==> config.mk <==
export PLATFORM = sky130hd
export DESIGN_NAME = hilo_muldiv_unit_flat
export DESIGN_NICKNAME = d
export VERILOG_FILES = /design/src/rtl/hilo_pkg.sv /design/src/rtl/hilo_muldiv_unit_if.sv /design/src/rtl/muldiv_iter_step.sv /design/src/rtl/hilo_muldiv_unit.sv /design/src/flat_wrapper.sv
export SDC_FILE = /design/constraint.sdc
export NUM_CORES = 1
export LEC_CHECK = 0
export BUFFER_PORTS_ARGS = -buffer_cell sky130_fd_sc_hd__buf_4
export CORE_MARGIN = 5
export CORE_UTILIZATION = 25
export CTS_CLUSTER_SIZE = 12
export DETAILED_ROUTE_END_ITERATION = 10
export PLACE_DENSITY = 0.47
export SKIP_LAST_GASP = 1
export SYNTH_ARGS = -nofsm -noshare
export SYNTH_HDL_FRONTEND = slang
export SYNTH_SLANG_ARGS = --single-unit
==> constraint.sdc <==
create_clock -name clk -period 3.9 [get_ports clk]
set_clock_uncertainty 0.1 [all_clocks]
set_input_delay 0.195 -clock clk [delete_from_list [all_inputs] [get_ports clk]]
set_output_delay 0.195 -clock clk [all_outputs]
set_load 0.005 [all_outputs]
==> src/rtl/hilo_pkg.sv <==
// Shared opcodes, FSM states and op-decode helpers for the Hi/Lo mul/div unit.
package hilo_pkg;

   localparam logic [5:0] OP_MFHI  = 6'd16;
   localparam logic [5:0] OP_MFLO  = 6'd18;
   localparam logic [5:0] OP_MULT  = 6'd24;
   localparam logic [5:0] OP_MULTU = 6'd25;
   localparam logic [5:0] OP_DIV   = 6'd26;
   localparam logic [5:0] OP_DIVU  = 6'd27;

   typedef enum logic [1:0] {
      IDLE,
      RUN,
      FINISH
   } state_t;

   function automatic logic op_is_signed(input logic [5:0] op);
      return (op == OP_MULT) || (op == OP_DIV);
   endfunction

   function automatic logic op_is_div(input logic [5:0] op);
      return (op == OP_DIV) || (op == OP_DIVU);
   endfunction

   function automatic logic op_valid(input logic [5:0] op,
                                     input logic signed_en);
      return (op == OP_MULTU) || (op == OP_DIVU) ||
             (signed_en && op_is_signed(op));
   endfunction

endpackage

==> src/rtl/hilo_muldiv_unit_if.sv <==
// Start/busy/done handshake and Hi/Lo read-back bundle of the mul/div unit.
interface hilo_muldiv_unit_if #(
   parameter int WIDTH = 32
);

   logic             start;
   logic [5:0]       Signal;
   logic [WIDTH-1:0] dataA;
   logic [WIDTH-1:0] dataB;
   logic             busy;
   logic             done;
   logic             div_by_zero;
   logic [WIDTH-1:0] Output;

   modport master (
      output start, Signal, dataA, dataB,
      input  busy, done, div_by_zero, Output
   );

   modport slave (
      input  start, Signal, dataA, dataB,
      output busy, done, div_by_zero, Output
   );

endinterface

==> src/rtl/muldiv_iter_step.sv <==
// One shift-add (multiply) or restoring shift-subtract (divide) step.
module muldiv_iter_step #(
   parameter int WIDTH = 32
) (
   input  logic               is_div,
   input  logic [2*WIDTH:0]   acc,
   input  logic [WIDTH-1:0]   b,
   output logic [2*WIDTH:0]   acc_nxt
);

   logic [WIDTH:0]   sum;
   logic [WIDTH:0]   rem_sh;
   logic [WIDTH+1:0] diff;

   always_comb begin
      sum    = acc[2*WIDTH:WIDTH] + (acc[0] ? {1'b0, b} : '0);
      rem_sh = acc[2*WIDTH-1:WIDTH-1];
      diff   = {1'b0, rem_sh} - {2'b00, b};
      if (is_div) begin
         // borrow means the divisor did not fit: keep the shifted remainder
         if (diff[WIDTH+1])
            acc_nxt = {rem_sh, acc[WIDTH-2:0], 1'b0};
         else
            acc_nxt = {diff[WIDTH:0], acc[WIDTH-2:0], 1'b1};
      end else begin
         acc_nxt = {1'b0, sum, acc[WIDTH-1:1]};
      end
   end

endmodule

==> src/rtl/hilo_muldiv_unit.sv <==
// Multi-cycle MULT/MULTU/DIV/DIVU unit with Hi/Lo registers and read-back.
import hilo_pkg::*;

module hilo_muldiv_unit #(
   parameter int WIDTH     = 32,
   parameter bit SIGNED_EN = 1'b1
) (
   input logic               clk,
   input logic               reset,
   hilo_muldiv_unit_if.slave bus
);

   localparam int            CW   = $clog2(WIDTH + 1);
   localparam logic [CW-1:0] LAST = CW'(WIDTH - 1);

   state_t             state, state_nxt;
   logic [2*WIDTH:0]   acc, acc_nxt;
   logic [CW-1:0]      count;
   logic [WIDTH-1:0]   a_q, b_q, hi, lo, rd;
   logic [WIDTH-1:0]   hi_res, lo_res, abs_a, abs_b, quo, rem;
   logic [2*WIDTH-1:0] prod;
   logic               is_div, neg_p, neg_r, b_zero;
   logic               done_q, dbz_q, accept, sgn_op;

   muldiv_iter_step #(
      .WIDTH(WIDTH)
   ) u_step (
      .is_div (is_div),
      .acc    (acc),
      .b      (b_q),
      .acc_nxt(acc_nxt)
   );

   always_comb begin
      sgn_op = op_is_signed(bus.Signal);
      accept = (state == IDLE) && bus.start &&
               op_valid(bus.Signal, SIGNED_EN);
      abs_a  = (sgn_op && bus.dataA[WIDTH-1]) ? -bus.dataA : bus.dataA;
      abs_b  = (sgn_op && bus.dataB[WIDTH-1]) ? -bus.dataB : bus.dataB;
   end

   always_comb begin
      state_nxt = state;
      unique case (state)
         IDLE:    if (accept) state_nxt = RUN;
         RUN:     if (count == LAST) state_nxt = FINISH;
         FINISH:  state_nxt = IDLE;
         default: state_nxt = IDLE;
      endcase
   end

   always_comb begin
      prod   = neg_p ? -acc[2*WIDTH-1:0] : acc[2*WIDTH-1:0];
      quo    = neg_p ? -acc[WIDTH-1:0] : acc[WIDTH-1:0];
      rem    = neg_r ? -acc[2*WIDTH-1:WIDTH] : acc[2*WIDTH-1:WIDTH];
      hi_res = prod[2*WIDTH-1:WIDTH];
      lo_res = prod[WIDTH-1:0];
      if (is_div) begin
         // divide by zero reports the raw dividend, not |dividend|
         if (b_zero) begin
            hi_res = a_q;
            lo_res = '1;
         end else begin
            hi_res = rem;
            lo_res = quo;
         end
      end
   end

   always_ff @(posedge clk) begin
      if (reset) begin
         state  <= IDLE;
         acc    <= '0;
         count  <= '0;
         a_q    <= '0;
         b_q    <= '0;
         is_div <= 1'b0;
         neg_p  <= 1'b0;
         neg_r  <= 1'b0;
         b_zero <= 1'b0;
         hi     <= '0;
         lo     <= '0;
         rd     <= '0;
         done_q <= 1'b0;
         dbz_q  <= 1'b0;
      end else begin
         state  <= state_nxt;
         done_q <= 1'b0;
         if (bus.Signal == OP_MFHI)
            rd <= hi;
         else if (bus.Signal == OP_MFLO)
            rd <= lo;
         unique case (state)
            IDLE: begin
               if (accept) begin
                  acc    <= {{(WIDTH+1){1'b0}}, abs_a};
                  count  <= '0;
                  a_q    <= bus.dataA;
                  b_q    <= abs_b;
                  is_div <= op_is_div(bus.Signal);
                  neg_p  <= sgn_op &&
                            (bus.dataA[WIDTH-1] ^ bus.dataB[WIDTH-1]);
                  neg_r  <= sgn_op && bus.dataA[WIDTH-1];
                  b_zero <= (bus.dataB == '0);
                  dbz_q  <= 1'b0;
               end
            end
            RUN: begin
               acc   <= acc_nxt;
               count <= count + CW'(1);
            end
            FINISH: begin
               hi     <= hi_res;
               lo     <= lo_res;
               done_q <= 1'b1;
               if (is_div && b_zero)
                  dbz_q <= 1'b1;
            end
            default: ;
         endcase
      end
   end

   assign bus.busy        = (state != IDLE);
   assign bus.done        = done_q;
   assign bus.div_by_zero = dbz_q;
   assign bus.Output      = rd;

endmodule

==> src/flat_wrapper.sv <==
// flat-port wrapper written by rule: the top's interface ports become plain ports
module hilo_muldiv_unit_flat 
#(
   parameter int WIDTH     = 32,
   parameter bit SIGNED_EN = 1'b1
)
  (clk, reset, bus_start, bus_Signal, bus_dataA, bus_dataB, bus_busy, bus_done, bus_div_by_zero, bus_Output);
  hilo_muldiv_unit_if #(.WIDTH(WIDTH)) bus_i ();
  input logic clk;
  input logic reset;
  input wire logic [$bits(bus_i.start)-1:0] bus_start;
  input wire logic [$bits(bus_i.Signal)-1:0] bus_Signal;
  input wire logic [$bits(bus_i.dataA)-1:0] bus_dataA;
  input wire logic [$bits(bus_i.dataB)-1:0] bus_dataB;
  output wire logic [$bits(bus_i.busy)-1:0] bus_busy;
  output wire logic [$bits(bus_i.done)-1:0] bus_done;
  output wire logic [$bits(bus_i.div_by_zero)-1:0] bus_div_by_zero;
  output wire logic [$bits(bus_i.Output)-1:0] bus_Output;
  assign bus_i.start = bus_start;
  assign bus_i.Signal = bus_Signal;
  assign bus_i.dataA = bus_dataA;
  assign bus_i.dataB = bus_dataB;
  assign bus_busy = bus_i.busy;
  assign bus_done = bus_i.done;
  assign bus_div_by_zero = bus_i.div_by_zero;
  assign bus_Output = bus_i.Output;
  hilo_muldiv_unit #(.WIDTH(WIDTH), .SIGNED_EN(SIGNED_EN)) u_core (.clk(clk), .reset(reset), .bus(bus_i));
endmodule
---- Word-level counts from Yosys, hierarchy flattened ----
Cells that the tools add are included.
W data, S select, Z words.
word-level totals
  flip-flop bits (word level) ............. 239
  input bits .............................. 73
  output and inout port bits .............. 35
  word-level logic and storage cells ...... 80
operators by class
  add/sub/neg operators ................... 8
  equality and inequality tests ........... 12
  mux-type cells .......................... 25
  bitwise logic cells ..................... 1
  reduce and logical (&&, ||, !) cells .... 20
operator list
  operator               number
  $mux W32               11
  $mux W65               3
  $pmux W65 S2           1
  $neg A32 Y32           4
  $mux W64               1
  $neg A64 Y64           1
  $eq A6 B5 Y1 const B   7
  $sub A33 B32 Y34       1
  $add A33 B33 Y33       1
  $logic_not A32 Y1      1
  $pmux W6 S2            1
  $reduce_bool A2 Y1     4
  $add A6 B1 Y6 const B  1
  $logic_and A1 B1 Y1    6
  $mux W6                1
  $ne A2 B1 Y1 const B   3
  $reduce_and A2 Y1      3
  $logic_or A1 B1 Y1     4
  $mux W2                2
  $pmux W2 S2            1
  $mux W1                3
  $reduce_and A3 Y1      1
  $eq A2 B1 Y1 const B   1
  $eq A2 B2 Y1 const B   1
  other kinds (3)        3

---- Longest topological paths before layout ----
Gate-level depths: netlist of run 1.
  depth after elaboration ................. 6
  mapped depth ............................ 15
  depth with buffers taken out ............ 14

---- By module ----
Synthesis of run 1 repeated with hierarchy kept, for this count alone.
second synthesis, totals
  cell total of the unflattened synthesis .. 2218
  area, all modules ....................... 17297.8 sq um
modules (own cells, without submodules)
  module            times used  cells an instance  area each (sq um)  sequential area each (sq um)
  hilo_muldiv_unit  1           1584               12836.1            4784.6
  muldiv_iter_step  1           634                4461.8             0.0

---- Worst setup path before layout of run 1 ----
No wires, ideal clock.
  kind .................................... register -> register
  from .................................... register u_core.acc[31]
  to ...................................... register u_core.acc[64]
  setup time .............................. 0.063 ns
  data arrival time ....................... 3.100 ns
  required time ........................... 3.737 ns
  setup slack ............................. 0.638 ns
  stages on the path, launching flop included .. 15
  buffers on the path ..................... 0
  clock period less this slack ............ 3.262 ns
  cell sequence ........................... dfxtp_1 inv_1 ha_1 inv_1 fa_1 a21o_1 a221oi_2 o211ai_1 a2111oi_2 nor2_1 a221oi_2 inv_1 a21oi_1 mux2_2 nand3_1
between the ends
  word-level cells in the longest chain between the ends .. 4
ends and longest elaborated chain
  what                    RTL line                 text
  from (decl)             hilo_muldiv_unit.sv:17   logic [2*WIDTH:0] acc, acc_nxt;
  from (signal assigned)  hilo_muldiv_unit.sv:96   acc <= {{(WIDTH+1){1'b0}}, abs_a};
  from (signal assigned)  hilo_muldiv_unit.sv:109  acc <= acc_nxt;
  $sub A33 B32 Y34        muldiv_iter_step.sv:18   diff = {1'b0, rem_sh} - {2'b00, b};
  $mux W65                muldiv_iter_step.sv:21   if (diff[WIDTH+1])
  $mux W65                muldiv_iter_step.sv:19   if (is_div) begin
  $pmux W65 S2            hilo_muldiv_unit.sv:93   unique case (state)
No other way between the ends.
A chain may end at the register's enable or synchronous reset.

---- Worst setup path in the final report of run 1 ----
  from .................................... register u_core.acc[0]
  to ...................................... register u_core.acc[62]
between the ends
  word-level cells in the longest chain between the ends .. 4
ends and longest elaborated chain
  what              RTL line                text
  $mux W32          muldiv_iter_step.sv:16  sum = acc[2*WIDTH:WIDTH] + (acc[0] ? {1'b0, b} : '0);
  $add A33 B33 Y33  muldiv_iter_step.sv:16
  $mux W65          muldiv_iter_step.sv:19
  $pmux W65 S2      hilo_muldiv_unit.sv:93
No other way between the ends.

==> results.md, run 1 <==
Run status:
- The flow ran to the end, and the final reports show no timing, DRC or antenna violations.

Pwr:
- The worst-case IR drop observed on VDD is around 0.29 mV.
- For this design the total switching power over the nets is between 1.5 and 2 mW.
- The part of the total power dissipated in the clock network is 48.7%.
- The power density relative to cell area is about 320 nW/um^2.
- Summed over all cells, the static leakage comes to roughly 8.0 nW.
- The completed layout was analyzed and its total power is 6.76 mW.
- The switching share of power is a little over a quarter.
- Combinational cells account for between 10% and 20% of the total power.
- The internal power is approximately 5.0 mW.
- Sequential cells burn a little under two fifths of the power.

Synth:
- The proportion of register bits with asynchronous set or reset after synthesis is 0%.
- The flip-flop cell with the highest count after synthesis is dfxtp_1.
- Each instance of the synthesized netlist takes up on average slightly below 8 um^2.
- In this run, synthesis produced a sequential element count of 239.
- The number of flops mapped to enable cells by yosys is 0.
- Summing the sequential cell areas from Yosys gives 28.3% of the chip area.
- The top cell type by total area after synthesis is dfxtp_1.
- The post-synth net total is 2336.
- The number of distinct library cell variants in the gate-level netlist after synthesis is between 80 and 90.
- Synthesis produced a netlist whose cell count is around 2200.
- The count of synthesis-stage warnings from yosys is 0.
- The synthesized design devotes to its leading area cell type between 20 and 30% of total area.
- The netlist area before placement is around 17000 um^2.
- Yosys attributes the largest share of cell area to dfxtp_1 (28%), a211oi_1 (6.3%), nor2_1 (5.5%), mux2i_1 (5.3%), xor2_1 (5.2%).

Clock tree:
- The number of sinks on the clock net is between 200 and 250.
- The clock slew seen by the registers of the worst setup and hold paths is around 0.060 ns.
- The later pin in the worst-skew pair is clocked with a latency of around 0.6 ns.
- The clock passes through at most 3 buffers.
- TritonCTS built the clock tree.
- The number of H-tree branching levels is 1.
- TritonCTS created 31 clock buffers.
- The buffer type at the clock tree root is clkbuf_16.

Setup path:
- The data required time of the critical path is between 4 and 5 ns.
- The critical path data arrival time is 4.01 ns.
- The setup slack of the most critical reg-to-reg path is around 0.24 ns.
- The highest net fanout along the worst path is 13.
- The worst setup path is launched from a register.
- The critical path is of the reg2reg type.
- The sort of element at the end of the critical path is a register.

Route:
- After detailed routing, the total wire length is approximately 63000 um.
- The first TritonRoute pass finished after 5 iterations.
- The initial DRC count is 1126.
- The via count of the routed design is roughly 17000.
- The routed length per instance is slightly below 20 um.
- Once detail routing completed, the nets flagged for antenna violations numbered 0.
- The detail-routed via count per cell is slightly above 5.
- The detailed-route DRC error count is 0.

STA:
- Timing would allow up to approximately 0.27 GHz.
- The slew at the pin with the worst max-slew slack is about 1.1 ns.
- The final-report setup violation count is 0.
- The relative max-transition margin is 28.1%.
- The hold violation total from the final report is 0.
- Across all setup checks in the final design, the least slack found is ~0.24 ns.
- Final hold analysis gives a worst-case slack of approximately 0.047 ns.
- Setup repair after global routing could not meet its margin everywhere.
- Summed over all failing endpoints, the final setup total negative slack is 0 ns.
- The final critical delay including setup and external delays is about 3.7 ns.
- The post-route clock period utilization is approximately 94%.
- The max-slew violation total from the final report is 0.

Floorplanning:
- Row generation in the floorplan step produced 95 rows.
- The die area is between 70000 and 80000 um^2.
- The x dimension of the die is about 270 um.
- The area of the core region is ~67000 um^2.
- In this run the vertical extent of the chip is around 270 um.
- In this run the count of I/O pins placed on the die edge is between 100 and 150.
- The initial cell density of the core is around a quarter.

Global routing:
- The pin count of the biggest net entering global routing is between 90 and 100.
- The global-route wire length before repair is a little under 100000 um.
- The global-route usage over all layers is between 10% and 20%.
- The initial antenna violation count is 3.
- The number of global-route vias before repair is 16400.
- The global route total overflow is 0.

Cells and area:
- The area taken by flip-flops and latches is about 4800 um^2.
- After filler insertion, the fill cell instance count of the layout stands at about 7200.
- The layout net count is approximately 2500.
- The total area of multi-input combinational cells is around 11000 um^2.
- The post-synthesis to final-layout area growth is 24.4%.
- The finished cells cover between 20000 and 25000 um^2.
- The fraction of layout instances using a drive strength above 1 is 12.5%.

Run:
- Max-cap violations in this run came to 0.

Hold path:
- The path class of the tightest hold or removal check is in2reg.

Place:
- The wire-length estimate of the detail-placed layout is approximately 47000 um.
- Routability-driven placement finished with a final weighted congestion of between 0.9 and 1.
- Port buffering added ~110 buffers.
- The placed instances occupy a cell area of around 19000 um^2.
- The setup slack at placement is approximately 0.27 ns.
## cell usage in the layout (no fill, tap or decap), drive strengths merged, types with 40 or more instances in the layout
cell type    synthesis  layout
nand2              233     233
inv                 64      64
o21ai              138     138
nor2               246     246
xnor2               83      83
nand3               40      40
ha                  69      69
dlygate4sd3          0      99
mux2i               89      89
xor2               100     100
buf                 28     192
a21oi              161     161
clkbuf             143      40
dfxtp              239     239
a211oi             142     142
## cell usage after synthesis, drive strengths merged, types with 17 or more instances
master and number:
o31ai 27, nor2 246, xnor2 83, nor2b 18
ha 69, a21o 37, nor4 17, dfxtp 239
o41ai 21, a21oi 161, mux2i 89, clkbuf 143
nand3 40, nor3 32, xor2 100, o211ai 28
a22oi 20, nand2b 18, nand4 21, nand2 233
o21ai 138, buf 28, a211oi 142, inv 64
## flip-flops by register name, summed over array words and instances (netlist names), 2 cells and up
| name | flops |
|---|---|
| u_core.acc | 65 |
| u_core.a_q | 32 |
| u_core.hi | 32 |
| u_core.lo | 32 |
| u_core.b_q | 32 |
| u_core.bus.Output | 32 |
| u_core.count | 6 |
| u_core.state | 2 |
## final timing paths
check | start | to | depth (start not counted)
min | bus_Signal[1] | u_core.is_div | 3
max reg2reg | u_core.acc[0] | u_core.acc[62] | 13
max | u_core.acc[0] | u_core.acc[62] | 13
min reg2reg | u_core.hi[0] | u_core.hi[0] | 2
## per-stage QoR
stage	util (%)	cells
after floorplan	-	2192
after global placement	28.1	3084
after detailed placement	28.1	3084
after CTS	31.3	3241
after global routing	31.3	3243
final	31.3	3244
## logic make-up (layout without fill, tap and decap cells)
group                    Yosys count  after routing  share of synthesized area, %
AND/OR/NAND/NOR                  702            702                          19.4
multiplexers                      91             91                          5.41
adder cells (fa/ha/maj)           71             71                          5.35
flip-flops                       239            239                          28.3
other                              0              1                             0
AO/OA/AOI/OAI                    671            671                          26.6
XOR/XNOR                         183            183                          9.49
buffers and inverters            235            413                          5.48
## timing repair
action | 4_1_cts | 5_1_grt
endpoints found under the setup margin | 0 | 4
resized for setup | 0 | 2
hold endpoints to repair | 97 | 0
setup buffers | 0 | 2
hold buffers | 99 | 0
## power groups by stage
stage / logic, mW / clock network (mW) / registers [mW]
after detailed placement: 0.881 / 0 / 2.56
final: 0.960 / 3.29 / 2.51
after global routing: 1.04 / 3.47 / 2.51
after floorplan: 0.541 / 0 / 2.55
after global placement: 0.878 / 0 / 2.56
after CTS: 0.950 / 3.38 / 2.50
## critical path: stages, from the launching register on
cell	delay, ns
dfxtp_1	0.37
clkinvlp_4	0.26
nor2_1	0.20
ha_1	0.32
a21o_1	0.22
a221o_1	0.34
a21o_1	0.17
a31oi_1	0.30
o21ai_0	0.23
a31oi_1	0.39
nor3_1	0.14
o22ai_1	0.21
xor2_1	0.16
o21ai_0	0.08
## final cells by class
class / instances / share of cell area (%)
multi-input combinational: 1718 / 53.5
sequential: 239 / 22.8
timing repair buffer: 291 / 11.8
tap: 873 / 5.20
clock buffer: 40 / 4.04
clock inverter: 18 / 1.53
inverter: 64 / 1.16
antenna: 1 / 0.0119
## per-layer routing
| layer | GRT usage [%] | vias up | share of wire [%] |
|---|---|---|---|
| li1 | - | 8216 | - |
| met5 | 0 | - | 0.043 |
| met3 | 2.52 | 115 | 5.4 |
| met4 | 5.41 | 4 | 3.2 |
| met2 | 26.8 | 458 | 45 |
| met1 | 22.1 | 8017 | 46 |
(Power assumes the default switching activity.)
==> run 2: changes to the inputs <==
--- a/config.mk
+++ b/config.mk
@@ -7,10 +7,10 @@
 export LEC_CHECK = 0
 export BUFFER_PORTS_ARGS = -buffer_cell sky130_fd_sc_hd__buf_4
 export CORE_MARGIN = 5
-export CORE_UTILIZATION = 25
+export CORE_UTILIZATION = 65
 export CTS_CLUSTER_SIZE = 12
 export DETAILED_ROUTE_END_ITERATION = 10
-export PLACE_DENSITY = 0.47
+export PLACE_DENSITY = 0.92
 export SKIP_LAST_GASP = 1
 export SYNTH_ARGS = -nofsm -noshare
 export SYNTH_HDL_FRONTEND = slang
==> constraint.sdc (replaced) <==
create_clock -name clk -period 4.3 [get_ports clk]
set_clock_uncertainty 0.1 [all_clocks]
set_input_delay 0.215 -clock clk [delete_from_list [all_inputs] [get_ports clk]]
set_output_delay 0.215 -clock clk [all_outputs]
set_load 0.005 [all_outputs]
==> run 2 against run 1 <==
Compared with the run above:
- register-to-register slack improved by 0.24 ns
- total power fell by 20%
- utilization rose by 43 points
- largest power group unchanged
==> results.md, run 2 (synthesized netlist as in run 1, its figures left out) <==
Cells and area:
- The layout net count is 2398 (-3.7%).
- The area taken by flip-flops and latches was 4790 um^2 (unchanged).
- From synthesis to final layout, the design area changed by 14.1%.
- The number of fillers in the final layout is 1843 (-75%).
- The register with the most flip-flops is u_core.acc.
- The fraction of layout instances using a drive strength above 1 is 10.1% (-2.4 points).
- The total area of multi-input combinational cells is 11200 um^2 (-0.23%).
- In the layout the commonest cells are nor2_1 (245), dfxtp_1 (237), nand2_1 (233), a21oi_1 (160), a211oi_1 (142).
- The share of the core filled with cells is 74.6% (+43 points).
- The number of flip-flops under the largest register name is 65 (unchanged).
- The most common cell after layout, fill and taps aside is nor2_1.

Route:
- The met1 layer wirelength in the final routing was 22200 um (-23%).
- The met3 wire length is 6600 um (+94%).
- The initial DRC count was 2560 (+130%).
- The remaining antenna violation count after routing is 0 (unchanged).
- The total wire length after detailed routing is 56600 um (-9.6%).
- The via count of the routed design is 17600 (+4.8%).
- The detail-routed via count per cell was 6.76 (+30%).
- The detailed-route DRC error count is 0 (unchanged).
- The routed length per instance is 21.7 um (+12%).
- The uppermost signal routing layer after detailed routing is met5.
- The number of iterations in the first detailed-routing pass is 7 (+2).
- The met2 routed wirelength is 25400 um (-10%).

Run status:
- The run finished with clean final reports.

STA:
- The slew at the pin with the worst max-slew slack is 1.42 ns (+0.349 ns).
- The hold violation total from the final report came to 0 (unchanged).
- The achievable clock frequency came to 0.262 GHz (-4.2%).
- The final hold slack is 0.0624 ns (+0.0153 ns).
- The final-report setup violation count is 0 (unchanged).
- The aggregate negative setup slack is 0 ns (unchanged).
- Setup repair after global routing left no endpoint under its margin.
- The relative max-transition margin came to 4.68% (-23 points).
- The final worst setup slack is 0.480 ns (+0.241 ns).
- The final critical delay including setup and external delays came to 3.82 ns (+0.159 ns).
- The max-slew violation total from the final report is 0 (unchanged).
- The post-route clock period utilization is 88.8% (-5.0 points).

Pwr:
- The leakage power came to 7.37 nW (-7.5%).
- The overall power came to 5.40 mW (-20%).
- The power density relative to cell area is 280 nW/um^2 (-13%).
- The worst-case vdd ir drop is 0.348 mV (+22%).

Clock tree:
- TritonCTS built the clock tree.
- The clock network latency to the later pin of the worst-skew pair is 0.56 ns (-0.04 ns).
- The count of cells resized by post-cts repair is 0 (unchanged).
- The number of buffers inserted to repair setup after CTS is 0 (unchanged).
- The root buffer cell chosen for the clock tree is clkbuf_16.
- The total CTS buffers is 27 (-13%).
- The number of sinks on the clock net is 239 (unchanged).
- The number of H-tree branching levels came to 1 (unchanged).
- The cts-stage hold buffer count is 66 (-33%).
- The deepest clock path buffer count is 3 (unchanged).
- The clock slew seen by the registers of the worst setup and hold paths is 0.06 ns (about the same).

Hold path:
- The class of the worst hold path is in2reg.
- The terminating pin of the worst hold path is u_core.b_q[27].
- The worst hold path stage count is 3 (unchanged).
- In this run the most critical hold path is launched from bus_dataB[27].

Place:
- The half-perimeter wire length after detailed placement came to 38400 um (-17%).
- The number of input and output port buffers inserted is 107 (unchanged).
- The setup slack at placement is 0.565 ns (+0.295 ns).
- The final weighted congestion in routability-driven placement was 0.975 (+7.7%).

Floorplanning:
- The number of placement rows is 59 (-38%).
- The top-level I/O count was 108 (unchanged).
- The area of the core region came to 25800 um^2 (-61%).
- The die area is 29300 um^2 (-60%).
- The initial cell density of the core is 65.4% (+40 points).
- The x dimension of the die is 171 um (-37%).
- The vertical die dimension is 171 um (-37%).

Setup path:
- The critical path data arrival time is 4.21 ns (+0.20 ns).
- The most repeated library cell on the critical path is inv_1.
- The sort of element at the end of the critical path is a register.
- The highest net fanout along the worst path is 5 (-8).
- In this run the critical register-to-register path is captured at u_core.acc[64].
- The worst reg-to-reg path cell count came to 14 (+1).
- The type of element launching the critical path is a register.
- The startpoint of the most critical register-to-register path is u_core.acc[31].
- In this design, the largest share of critical-path delay is due to compound AO/OA/AOI/OAI gates.
- The slowest cell on the critical path is a221oi_2.
- The total buffers and inverters traversed by the critical path was 3 (+2).
- The data required time of the critical path came to 4.69 ns (+0.44 ns).
- The setup slack of the most critical reg-to-reg path was 0.48 ns (+0.24 ns).
- The critical path's largest stage delay is 0.44 ns (+0.05 ns).
- Traced cell by cell, the critical path runs through inv_1 > ha_1 > inv_1 > fa_1 > a21o_1 > a221oi_2 > o211ai_1 > a2111oi_2 > nor2_1 > a221oi_2 > inv_1 > a21oi_1 > mux2_2 > nand3_1.
- The critical setup path kind is reg2reg.

Global routing:
- The global route total overflow is 0 (unchanged).
- The number of global-route vias before repair is 16600 (+1.1%).
- The global-route usage over all layers is 37.2% (+21 points).
- The global-route wire length before repair is 88400 um (-8.2%).
- The initial antenna violation count is 1 (-2).
- The pin count of the biggest net entering global routing is 90 (-4.3%).

Run:
- The number of max-capacitance violations reported came to 0 (unchanged).
## run 2: cell count changes in the layout (fill, tap and decap cells not counted), moves of 2 or more
cell and change:
nor4_2 -2, clkinvlp_4 -4, bufinv_16 -6, clkbuf_1 -2, dlygate4sd3_1 -33, buf_4 -53
clkbuf_16 -4, clkinv_2 +3, nor4_1 +2
## run 2: worst max path at each step
stage	startpoint	endpoint	slack [ns]	depth (start not counted)
after global routing	u_core.acc[31]	u_core.acc[64]	0.30	14
final	u_core.acc[31]	u_core.acc[64]	0.48	14
after global placement	u_core.acc[31]	u_core.acc[64]	0.62	14
after detailed placement	u_core.acc[31]	u_core.acc[64]	0.57	14
after CTS	u_core.acc[31]	u_core.acc[64]	0.54	14
after floorplan	u_core.acc[31]	u_core.acc[64]	1.04	14
## run 2: layer usage
layer,GRT usage (%),vias up
li1,-,8019
met5,0,-
met3,7.84,218
met2,59.3,1140
met4,13.8,2
met1,49.9,8246
## run 2: through the flow
stage               std cells  area [um^2]
detailed placement       2494        17700
global placement         2494        17700
finish                   2607        19300
floorplan                2192        16900
global route             2606        19300
CTS                      2606        19300
## run 2: area by class of cell
| type | instances | share of cell area (%) |
|---|---|---|
| repair buffers | 204 | 8.96 |
| clock inverters | 11 | 0.649 |
| multi-input cells | 1718 | 58.2 |
| flip-flops and latches | 239 | 24.9 |
| clock buffers | 35 | 3.92 |
| inverters | 64 | 1.25 |
| well taps | 335 | 2.18 |
| diodes | 1 | 0.0130 |
## run 2: where the power goes
group	leakage [nW]	switching, mW	total (mW)	internal [mW]
combinational	5.01	0.466	0.787	0.321
sequential	1.93	0.0369	2.28	2.24
clock	0.434	0.980	2.34	1.36
## run 2: worst min-delay path, stage by stage
cell      delay (ns)
buf_4           0.10
xor2_1          0.12
a211oi_1        0.22
